==> src/rtl/idu_pkg.sv <==
// idu_pkg: shared opcodes, one-hot indices, select codes and the decoded bundle for the decode stage.
// IDU_RV32M_EN widens the ALU op vector to carry the multiply/divide group.
package idu_pkg;
`ifdef IDU_RV32M_EN
   localparam int ALU_OP_W = 18;
`else
   localparam int ALU_OP_W = 10;
`endif
   localparam logic [6:0] OP_LUI    = 7'b0110111;
   localparam logic [6:0] OP_AUIPC  = 7'b0010111;
   localparam logic [6:0] OP_JAL    = 7'b1101111;
   localparam logic [6:0] OP_JALR   = 7'b1100111;
   localparam logic [6:0] OP_BRANCH = 7'b1100011;
   localparam logic [6:0] OP_LOAD   = 7'b0000011;
   localparam logic [6:0] OP_STORE  = 7'b0100011;
   localparam logic [6:0] OP_IMM    = 7'b0010011;
   localparam logic [6:0] OP_OP     = 7'b0110011;
   localparam logic [6:0] OP_FENCE  = 7'b0001111;
   localparam logic [6:0] OP_SYSTEM = 7'b1110011;
   localparam int ALU_ADD = 0;
   localparam int ALU_SUB = 1;
   localparam int ALU_SLT = 2;
   localparam int ALU_SLTU = 3;
   localparam int ALU_AND = 4;
   localparam int ALU_OR = 5;
   localparam int ALU_XOR = 6;
   localparam int ALU_SLL = 7;
   localparam int ALU_SRL = 8;
   localparam int ALU_SRA = 9;
   localparam int ALU_MUL = 10;
   localparam int J_JAL = 0;
   localparam int J_JALR = 1;
   localparam int J_BEQ = 2;
   localparam int M_SB = 0;
   localparam int M_LB = 3;
   localparam logic [2:0] S1_RS1 = 3'b001;
   localparam logic [2:0] S1_PC = 3'b010;
   localparam logic [2:0] S1_ZERO = 3'b100;
   localparam logic [2:0] S2_RS2 = 3'b001;
   localparam logic [2:0] S2_IMM = 3'b010;
   localparam logic [2:0] S2_FOUR = 3'b100;
   typedef struct packed {
      logic [4:0] rs1;
      logic [4:0] rs2;
      logic [4:0] rd;
      logic [31:0] imm;
      logic [ALU_OP_W-1:0] alu_op;
      logic [7:0] jump_type;
      logic [7:0] mem_type;
      logic [2:0] src1_sel;
      logic [2:0] src2_sel;
      logic rf_wen;
      logic wb_sel;
      logic dram_en;
      logic dram_wen;
      logic illegal;
      logic ebreak;
      logic fence;
   } bundle_t;
   // alt selects sub/sra for funct3 000/101 respectively
   function automatic logic [ALU_OP_W-1:0] alu_oh(input logic [2:0] f3, input logic alt);
      int i;
      i = f3 == 3'b000 ? (alt ? ALU_SUB : ALU_ADD) :
          f3 == 3'b001 ? ALU_SLL :
          f3 == 3'b010 ? ALU_SLT :
          f3 == 3'b011 ? ALU_SLTU :
          f3 == 3'b100 ? ALU_XOR :
          f3 == 3'b101 ? (alt ? ALU_SRA : ALU_SRL) :
          f3 == 3'b110 ? ALU_OR : ALU_AND;
      return ALU_OP_W'(1) << i;
   endfunction
endpackage

==> src/rtl/idu_decode.sv <==
// idu_decode: combinational RV32I(+M with IDU_RV32M_EN) instruction word to decoded bundle.
module idu_decode
   import idu_pkg::*;
(
   input  logic [31:0] inst,
   output bundle_t     dec
);
   logic [6:0] opc, f7;
   logic [2:0] f3;
   logic [31:0] imm_i, imm_s, imm_b, imm_u, imm_j;
   logic ill;
   bundle_t d;
   assign opc = inst[6:0];
   assign f3 = inst[14:12];
   assign f7 = inst[31:25];
   assign imm_i = {{20{inst[31]}}, inst[31:20]};
   assign imm_s = {{20{inst[31]}}, inst[31:25], inst[11:7]};
   assign imm_b = {{19{inst[31]}}, inst[31], inst[7], inst[30:25], inst[11:8], 1'b0};
   assign imm_u = {inst[31:12], 12'b0};
   assign imm_j = {{11{inst[31]}}, inst[31], inst[19:12], inst[20], inst[30:21], 1'b0};
   always_comb begin
      d = '0;
      ill = 1'b0;
      case (opc)
         OP_LUI: begin
            d.imm = imm_u;
            d.alu_op[ALU_ADD] = 1'b1;
            d.src1_sel = S1_ZERO;
            d.src2_sel = S2_IMM;
            d.rf_wen = 1'b1;
         end
         OP_AUIPC: begin
            d.imm = imm_u;
            d.alu_op[ALU_ADD] = 1'b1;
            d.src1_sel = S1_PC;
            d.src2_sel = S2_IMM;
            d.rf_wen = 1'b1;
         end
         OP_JAL, OP_JALR: begin
            ill = opc == OP_JALR && f3 != 3'b000;
            d.imm = opc == OP_JAL ? imm_j : imm_i;
            d.jump_type[opc == OP_JAL ? J_JAL : J_JALR] = 1'b1;
            d.alu_op[ALU_ADD] = 1'b1;
            d.src1_sel = S1_PC;
            d.src2_sel = S2_FOUR;
            d.rf_wen = 1'b1;
         end
         OP_BRANCH: begin
            // funct3 {000,001,100..111} -> bits 2..7, 010/011 reserved
            ill = f3[2:1] == 2'b01;
            d.imm = imm_b;
            d.jump_type = 8'(1) << (f3[2] ? int'(f3) : J_BEQ + int'(f3));
            d.alu_op[ALU_ADD] = 1'b1;
            d.src1_sel = S1_PC;
            d.src2_sel = S2_IMM;
         end
         OP_LOAD: begin
            ill = f3 == 3'b011 || f3[2:1] == 2'b11;
            d.imm = imm_i;
            d.mem_type = 8'(1) << (f3[2] ? M_LB - 1 + int'(f3) : M_LB + int'(f3));
            d.alu_op[ALU_ADD] = 1'b1;
            d.src1_sel = S1_RS1;
            d.src2_sel = S2_IMM;
            d.rf_wen = 1'b1;
            d.wb_sel = 1'b1;
            d.dram_en = 1'b1;
         end
         OP_STORE: begin
            ill = f3 > 3'b010;
            d.imm = imm_s;
            d.mem_type = 8'(1) << (M_SB + int'(f3));
            d.alu_op[ALU_ADD] = 1'b1;
            d.src1_sel = S1_RS1;
            d.src2_sel = S2_IMM;
            d.dram_en = 1'b1;
            d.dram_wen = 1'b1;
         end
         OP_IMM: begin
            ill = (f3 == 3'b001 && f7 != 7'h00) || (f3 == 3'b101 && f7 != 7'h00 && f7 != 7'h20);
            d.imm = imm_i;
            d.alu_op = alu_oh(f3, f3 == 3'b101 && f7[5]);
            d.src1_sel = S1_RS1;
            d.src2_sel = S2_IMM;
            d.rf_wen = 1'b1;
         end
         OP_OP: begin
            d.src1_sel = S1_RS1;
            d.src2_sel = S2_RS2;
            d.rf_wen = 1'b1;
            if (f7 == 7'h01) begin
`ifdef IDU_RV32M_EN
               d.alu_op = ALU_OP_W'(1) << (ALU_MUL + int'(f3));
`else
               ill = 1'b1;
`endif
            end else begin
               ill = !(f7 == 7'h00 || (f7 == 7'h20 && (f3 == 3'b000 || f3 == 3'b101)));
               d.alu_op = alu_oh(f3, f7[5]);
            end
         end
         OP_FENCE: d.fence = 1'b1;
         OP_SYSTEM: begin
            ill = inst != 32'h0000_0073 && inst != 32'h0010_0073;
            d.ebreak = inst == 32'h0010_0073;
         end
         default: ill = 1'b1;
      endcase
      if (ill) begin
         d = '0;
         d.illegal = 1'b1;
      end
      d.rs1 = inst[19:15];
      d.rs2 = inst[24:20];
      d.rd = d.rf_wen ? inst[11:7] : 5'd0;
   end
   assign dec = d;
endmodule

==> src/rtl/idu_stage.sv <==
// idu_stage: buffered RV32I decode stage (IQ_DEPTH-entry queue, decoder, registered bundle).
// Define IDU_RV32M_EN to accept the M extension.
module idu_stage
   import idu_pkg::*;
#(
   parameter int XLEN = 32,
   parameter int IQ_DEPTH = 4
)(
   input  logic                clk,
   input  logic                rst_n,
   input  logic                flush,
   input  logic                in_valid,
   output logic                in_ready,
   input  logic [XLEN-1:0]     in_pc,
   input  logic [31:0]         in_inst,
   output logic                out_valid,
   input  logic                out_ready,
   output logic [XLEN-1:0]     out_pc,
   output logic [4:0]          out_rs1,
   output logic [4:0]          out_rs2,
   output logic [4:0]          out_rd,
   output logic [XLEN-1:0]     out_imm,
   output logic [ALU_OP_W-1:0] out_alu_op,
   output logic [7:0]          out_jump_type,
   output logic [7:0]          out_mem_type,
   output logic [2:0]          out_src1_sel,
   output logic [2:0]          out_src2_sel,
   output logic                out_rf_wen,
   output logic                out_wb_sel,
   output logic                out_dram_en,
   output logic                out_dram_wen,
   output logic                out_illegal,
   output logic                out_ebreak,
   output logic                out_fence
);
   localparam int PW = $clog2(IQ_DEPTH);
   localparam int CW = PW + 1;
   logic [XLEN-1:0] pc_q [IQ_DEPTH];
   logic [31:0] inst_q [IQ_DEPTH];
   logic [PW-1:0] wptr, rptr;
   logic [CW-1:0] count;
   logic push, pop;
   bundle_t dec, ob;
   assign in_ready = count != CW'(IQ_DEPTH);
   assign push = in_valid & in_ready;
   assign pop = count != '0 && (!out_valid || out_ready);
   idu_decode u_decode (.inst(inst_q[rptr]), .dec(dec));
   always_ff @(posedge clk)
      if (push) begin
         pc_q[wptr] <= in_pc;
         inst_q[wptr] <= in_inst;
      end
   // flush only rewinds state; storage written under flush is never read
   always_ff @(posedge clk or negedge rst_n)
      if (!rst_n) begin
         wptr <= '0;
         rptr <= '0;
         count <= '0;
         out_valid <= 1'b0;
         out_pc <= '0;
         ob <= '0;
      end else if (flush) begin
         wptr <= '0;
         rptr <= '0;
         count <= '0;
         out_valid <= 1'b0;
      end else begin
         if (push) wptr <= wptr + 1'b1;
         if (pop) begin
            rptr <= rptr + 1'b1;
            out_pc <= pc_q[rptr];
            ob <= dec;
         end
         count <= count + CW'(push) - CW'(pop);
         out_valid <= pop || (out_valid && !out_ready);
      end
   assign out_rs1 = ob.rs1;
   assign out_rs2 = ob.rs2;
   assign out_rd = ob.rd;
   assign out_imm = ob.imm;
   assign out_alu_op = ob.alu_op;
   assign out_jump_type = ob.jump_type;
   assign out_mem_type = ob.mem_type;
   assign out_src1_sel = ob.src1_sel;
   assign out_src2_sel = ob.src2_sel;
   assign out_rf_wen = ob.rf_wen;
   assign out_wb_sel = ob.wb_sel;
   assign out_dram_en = ob.dram_en;
   assign out_dram_wen = ob.dram_wen;
   assign out_illegal = ob.illegal;
   assign out_ebreak = ob.ebreak;
   assign out_fence = ob.fence;
endmodule

==> config.mk <==
export PLATFORM = sky130hd
export DESIGN_NAME = idu_stage
export DESIGN_NICKNAME = d
export VERILOG_FILES = /design/src/rtl/idu_pkg.sv /design/src/rtl/idu_decode.sv /design/src/rtl/idu_stage.sv
export SDC_FILE = /design/constraint.sdc
export NUM_CORES = 1
export LEC_CHECK = 0
export BUFFER_PORTS_ARGS = -buffer_cell sky130_fd_sc_hd__buf_4
export CELL_PAD_IN_SITES_DETAIL_PLACEMENT = 2
export CELL_PAD_IN_SITES_GLOBAL_PLACEMENT = 2
export CORE_ASPECT_RATIO = 1.5
export CORE_UTILIZATION = 39
export CTS_CLUSTER_DIAMETER = 100
export DETAILED_ROUTE_END_ITERATION = 6
export GPL_TIMING_DRIVEN = 0
export PLACE_DENSITY = 0.73
export SLEW_MARGIN = 20
export SYNTH_ARGS = -nofsm -noshare
export SYNTH_HDL_FRONTEND = slang
export SYNTH_HIERARCHICAL = 1
export SYNTH_SLANG_ARGS = --single-unit
==> constraint.sdc <==
create_clock -name clk -period 3.4 [get_ports clk]
set_clock_uncertainty 0.05 [all_clocks]
set_input_delay 0.51 -clock clk [delete_from_list [all_inputs] [get_ports clk]]
set_output_delay 0.51 -clock clk [all_outputs]
set_load 0.02 [all_outputs]
After elaboration in Yosys (flattened, before gate mapping):

Memories as Yosys holds them, arrays and structs flattened. A register that Yosys moved wholly into a read port is not among the register bits.
Index checks and enable logic that the tools add are counted.

* reductions and logical operators: 37
* shifts and indexed selects: 5
* add/subtract/negate cells: 6
* $lt $le $gt $ge: 3
* eq/ne operators: 26
* bitwise operators: 2
* mux-type cells: 48

Operator list (number)
* 32-bit two-way mux: 14
* 32-bit one-hot mux with 5 select lines: 1
* 71-bit two-way mux: 1
* 1-bit by 32-bit << shifter with 10-bit output (first input constant): 2
* 1-bit by 32-bit << shifter with 8-bit output (first input constant): 2
* 32-bit by 21-bit == test with 1-bit output (second input constant): 1
* 32-bit by 1-bit >= comparator with 1-bit output (second input constant): 1
* 32-bit by 5-bit < comparator with 1-bit output (second input constant): 1
* 32-bit by 21-bit inequality test with 1-bit output (second input constant): 1
* 32-bit by 7-bit inequality test with 1-bit output (second input constant): 1
* 8-bit one-hot mux with 2 select lines: 2
* 6-bit one-hot mux with 5 select lines: 1
* 7-bit by 6-bit == test with 1-bit output (second input constant): 4
* 7-bit == test (second input constant): 4
* 20-bit two-way mux: 1
* 9-bit one-hot mux with 2 select lines: 1
* 1-bit two-way mux: 17
* 7-bit by 5-bit == test with 1-bit output (second input constant): 2
* 7-bit OR reduction: 2
* 1-bit logical AND: 10
* 10-bit two-way mux: 1
* 2-bit OR reduction: 5
* 3-bit == test (second input constant): 3
* 2-bit by 3-bit adder with 4-bit output (first input constant): 2
* 31 further kinds: 47

* register bits after elaboration: 94
* input bits: 69
* memories kept: 2
* memory bits (writable): 256

Memory list
* inst_q: words 4, bits a word 32, rd ports 1, clocked after memory_dff 0, write ports 1, RTL line idu_stage.sv:39 `logic [31:0] inst_q [IQ_DEPTH];`
* pc_q: words 4, bits a word 32, rd ports 1, clocked after memory_dff 1, write ports 1, RTL line idu_stage.sv:38 `logic [XLEN-1:0] pc_q [IQ_DEPTH];`

Logic depth before layout (Yosys ltp):

An unclocked memory read counts as a cell.

* word-level depth: 14
* gate-level depth with buffers: 15

Cells and area by module:

Netlist, hierarchy kept.

Modules (own cells, without submodules)
* idu_stage: instances 1, cells an instance 637, sequential area each 10840.4 um^2, area an instance 14157.3 um^2
* idu_decode: instances 1, cells an instance 311, sequential area each 0.0 um^2, area an instance 2054.5 um^2

Worst setup path after synthesis:

OpenSTA, ideal clock, no wires.

* path type: register to register
* start: register rptr[0]
* end: register ob, in the netlist out_illegal
* stages on the path, launching flop included: 15
* library setup time: 0.125 ns
* required time: 3.225 ns
* arrival time: 3.587 ns
* setup slack: -0.362 ns
* path buffers: 5
* path through: dfrtp_1 > clkbuf_1 > buf_4 > buf_4 > mux4_2 > inv_1 > ha_1 > nor2b_1 > o211ai_1 > a22oi_1 > nand3_1 > buf_4 > or2_2 > buf_4 > mux2_2

RTL lines
* start: declaration: RTL line idu_stage.sv:40 `logic [PW-1:0] wptr, rptr;`
* start signal: assignment: RTL line idu_stage.sv:70 `rptr <= rptr + 1'b1;`
* end signal: assignment: RTL line idu_stage.sv:61 `ob <= '0;`
* end signal: assignment: RTL line idu_stage.sv:72 `ob <= dec;`
* end: declaration: RTL line idu_stage.sv:43 `bundle_t dec, ob;`

==> flow_summary.toml <==
[routing]
drc_errors = 0
avgViaCountPerCell = 5.25
wl_met1_um = 16600
first_pass_iters = 6
routed-wl-met3_um = 2040
antenna_left = 0
routed_wl_um = 46200
highest-signal-layer = "met4"
num_vias = 9462
wl_met2_um = 26100
first_iter_violations = 480
post_drt_wl_per_cell_um = 25.6

[place]
pre_cts_ws_ps = -760
port_buffers = 187
dp.cells = 1698
dpl.hpwl_um = 31500
place.gp.congestion = 0.850

[setup_path]
worst-path-max-fanout = 9
cp.arrival_ps = 3790
path_class = "flop to flop"
startpoint_type = "flop"
required_ps = 3820
end_kind = "flop"

[finish]
finalNonFillerCells = 1804
seq_area_mm2 = 0.0108
antennaDiodeCount = 0
fin_nets = 1300
final_util_pct = 50.0
drive_above_1_share_pct = 48.8
fillers = 3738
multi_input_comb_area_mm2 = 0.00526
synthToLayoutAreaGrowth_pct = 26.8

[sta]
setup_violations = 0
fmax_ghz = 0.297
worst_pin_slew_ps = 745
maxSlewHeadroom_pct = 50.3
period_minus_slack_ps = 3370
setup_ws_ps = 28.0
fin_crit_sh_pct = 99.2
rsz0062_at_grt = "yes"
slew_viol_final = 0
hold_viol_final = 0

[logic_synthesis]
synthCells = 948
synthTopCellsByArea = "edfxtp_1, dfrtp_1, mux4_2, mux2_2, mux2_4"
synth_edf_count = 256
ys_seq_area_share_pct = 66.9
synth_cell_type_count = 70
synth_seq_cells = 382
async_flop_share_pct = 33.0
syn_area_mm2 = 0.0162
synth.largest_area_cell = "edfxtp_1"
synth_ff_type = "edfxtp_1"
syn_area_per_cell_um2 = 17.1
synth_top_area_share_pct = 47.4
yosysWarningCount = 6
synth_nets = 1033

[run]
maxCapViolCount = 0

[grt]
grt-ovfl-total = 0
grt_pass1_vias = 10800
grt_max_degree = 82
grt_pass1_wl_um = 68700
grt.total_usage_pct = 22.1
antenna_found_initial = 0

[die]
fp.dieW_um = 168
coreArea_mm2 = 0.0411
io_pins = 189
fp.dieArea_mm2 = 0.0424
initial_core_util_pct = 39.4
die_h_um = 252
fp-row-count = 91

[pwr]
power_density_mw_per_mm2 = 803
total_power_mw = 16.5
ir_worst_vdd_uv = 584
p_leak_nw = 7.73

[clock_network]
cts_num_sinks = 382
cts_buffers = 39
clock_latency_ps = 540
htreeDepth = 2
ctsRootBufferMaster = "clkbuf_16"
clk_pin_slew_ps = 60
cts_tree = "built"
clk_path_buf_depth = 3

[outcome]
status = "completed"

[hold_path]
timing.hold.worst.class = "input port to flop"
cell usage in the layout, fill, tap and decap left out, types with 12 or more instances in the layout:
master	Yosys	routed
nor3_1	24	15
mux2_2	99	94
a21oi_1	24	23
nor2_1	23	21
inv_1	15	12
clkbuf_1	14	15
o21ai_0	13	12
nor3_2	23	25
mux4_2	64	64
clkbuf_16	0	43
nand2_1	38	37
edfxtp_1	256	256
ha_1	15	13
buf_4	16	230
mux2_4	20	26
dfrtp_1	126	125
buf_2	24	21
critical path: stages (launching register included):
cell and delay, ps:
dfrtp_2 390, buf_12 150, buf_12 120, mux4_2 600, nand4bb_1 380, or2_2 460, a2111o_1 370, o21a_1 250
nor4_1 320, mux2_2 210
state kept, by name (all words and copies together) (netlist names), 2 cells and up:
| signal | flops |
|---|---|
| rptr | 2 |
| out_jump_type | 8 |
| out_mem_type | 8 |
| out_pc | 32 |
| out_rs2 | 5 |
| out_src1_sel | 3 |
| out_src2_sel | 3 |
| inst_q | 128 |
| out_rd | 5 |
| count | 3 |
| out_imm | 32 |
| out_alu_op | 10 |
| pc_q | 128 |
| wptr | 2 |
| out_rs1 | 5 |
through the flow:
stage	setup TNS, ps	instance area [um2]	hold WS (ps)
after floorplan	0	16300	164
after global placement	-245780	18400	442
after detailed placement	-43350	18500	384
after CTS	-36.6	20200	94.0
after global routing	-194	20600	103
final	0	20600	120
metal layers:
| layer | up-vias | GRT usage [%] |
|---|---|---|
| li1 | 4209 | - |
| met1 | 4974 | 23.5 |
| met2 | 206 | 43.2 |
| met3 | 73 | 4.31 |
| met4 | 0 | 6.65 |
| met5 | - | 0 |
what timing repair did:
action                                 in CTS  in global routing
gates cloned                                0                  3
pin swaps                                   4                 11
buffers inserted                           22                 13
setup endpoints to repair                  74                 62
endpoints found under the hold margin      45                  0
hold buffers                                1                  0
gates resized for setup                    51                 48
Yosys cell counts, types with 5 or more instances:
library cell / number
edfxtp_1: 256
dfrtp_1: 126
mux2_2: 99
mux4_2: 64
nand2_1: 38
a21oi_1: 24
buf_2: 24
nor3_1: 24
nor2_1: 23
nor3_2: 23
mux2_4: 20
buf_4: 16
ha_1: 15
inv_1: 15
clkbuf_1: 14
nor4_1: 14
o21ai_0: 13
nand3_1: 11
nor2b_1: 9
buf_6: 8
a31oi_1: 7
nand2b_1: 7
a22oi_1: 6
and3_1: 6
buf_1: 6
nor3b_1: 6
or3_1: 6
o21ai_1: 5
cells by family (layout without fill, tap and decap cells):
| group | Yosys count | in the layout | share of synthesized area, % |
|---|---|---|---|
| muxes | 185 | 185 | 17.8 |
| adders and majority gates | 16 | 16 | 1.28 |
| xor gates and xnor gates | 3 | 3 | 0.162 |
| and+or+nand+nor | 203 | 203 | 7.76 |
| AOI/OAI and AO/OA | 76 | 76 | 3.33 |
| buffers and inverters | 83 | 381 | 2.85 |
| DFF | 382 | 382 | 66.9 |
power by group:
group,total [mW],internal (mW),switching (mW)
registers,5.96,5.63,0.334
logic,6.22,2.72,3.51
clock network,4.32,2.53,1.79
layout make-up:
class,instances,share of cell area (%)
Clock inverter,21,1.01
Multi-Input combinational cell,483,25.6
Sequential cell,382,52.7
Tap cell,558,3.40
Inverter,15,0.317
Clock buffer,51,5.22
Buffer,64,2.40
Timing Repair Buffer,230,9.33
final timing paths:
path                            slack, ps               to  cells after the start     startpoint
worst min register to register        460    out_alu_op[3]                      1  out_alu_op[3]
min in group asynchronous             400  out_mem_type[2]                      2          rst_n
max in group asynchronous            2080          rptr[0]                      3          rst_n
worst max-delay path                   30    out_alu_op[9]                      9        rptr[0]
worst max register to register         30    out_alu_op[9]                      9        rptr[0]
worst min-delay path                  120    inst_q[2][12]                      1    in_inst[12]
No activity file was read; power rests on OpenSTA's default activity.
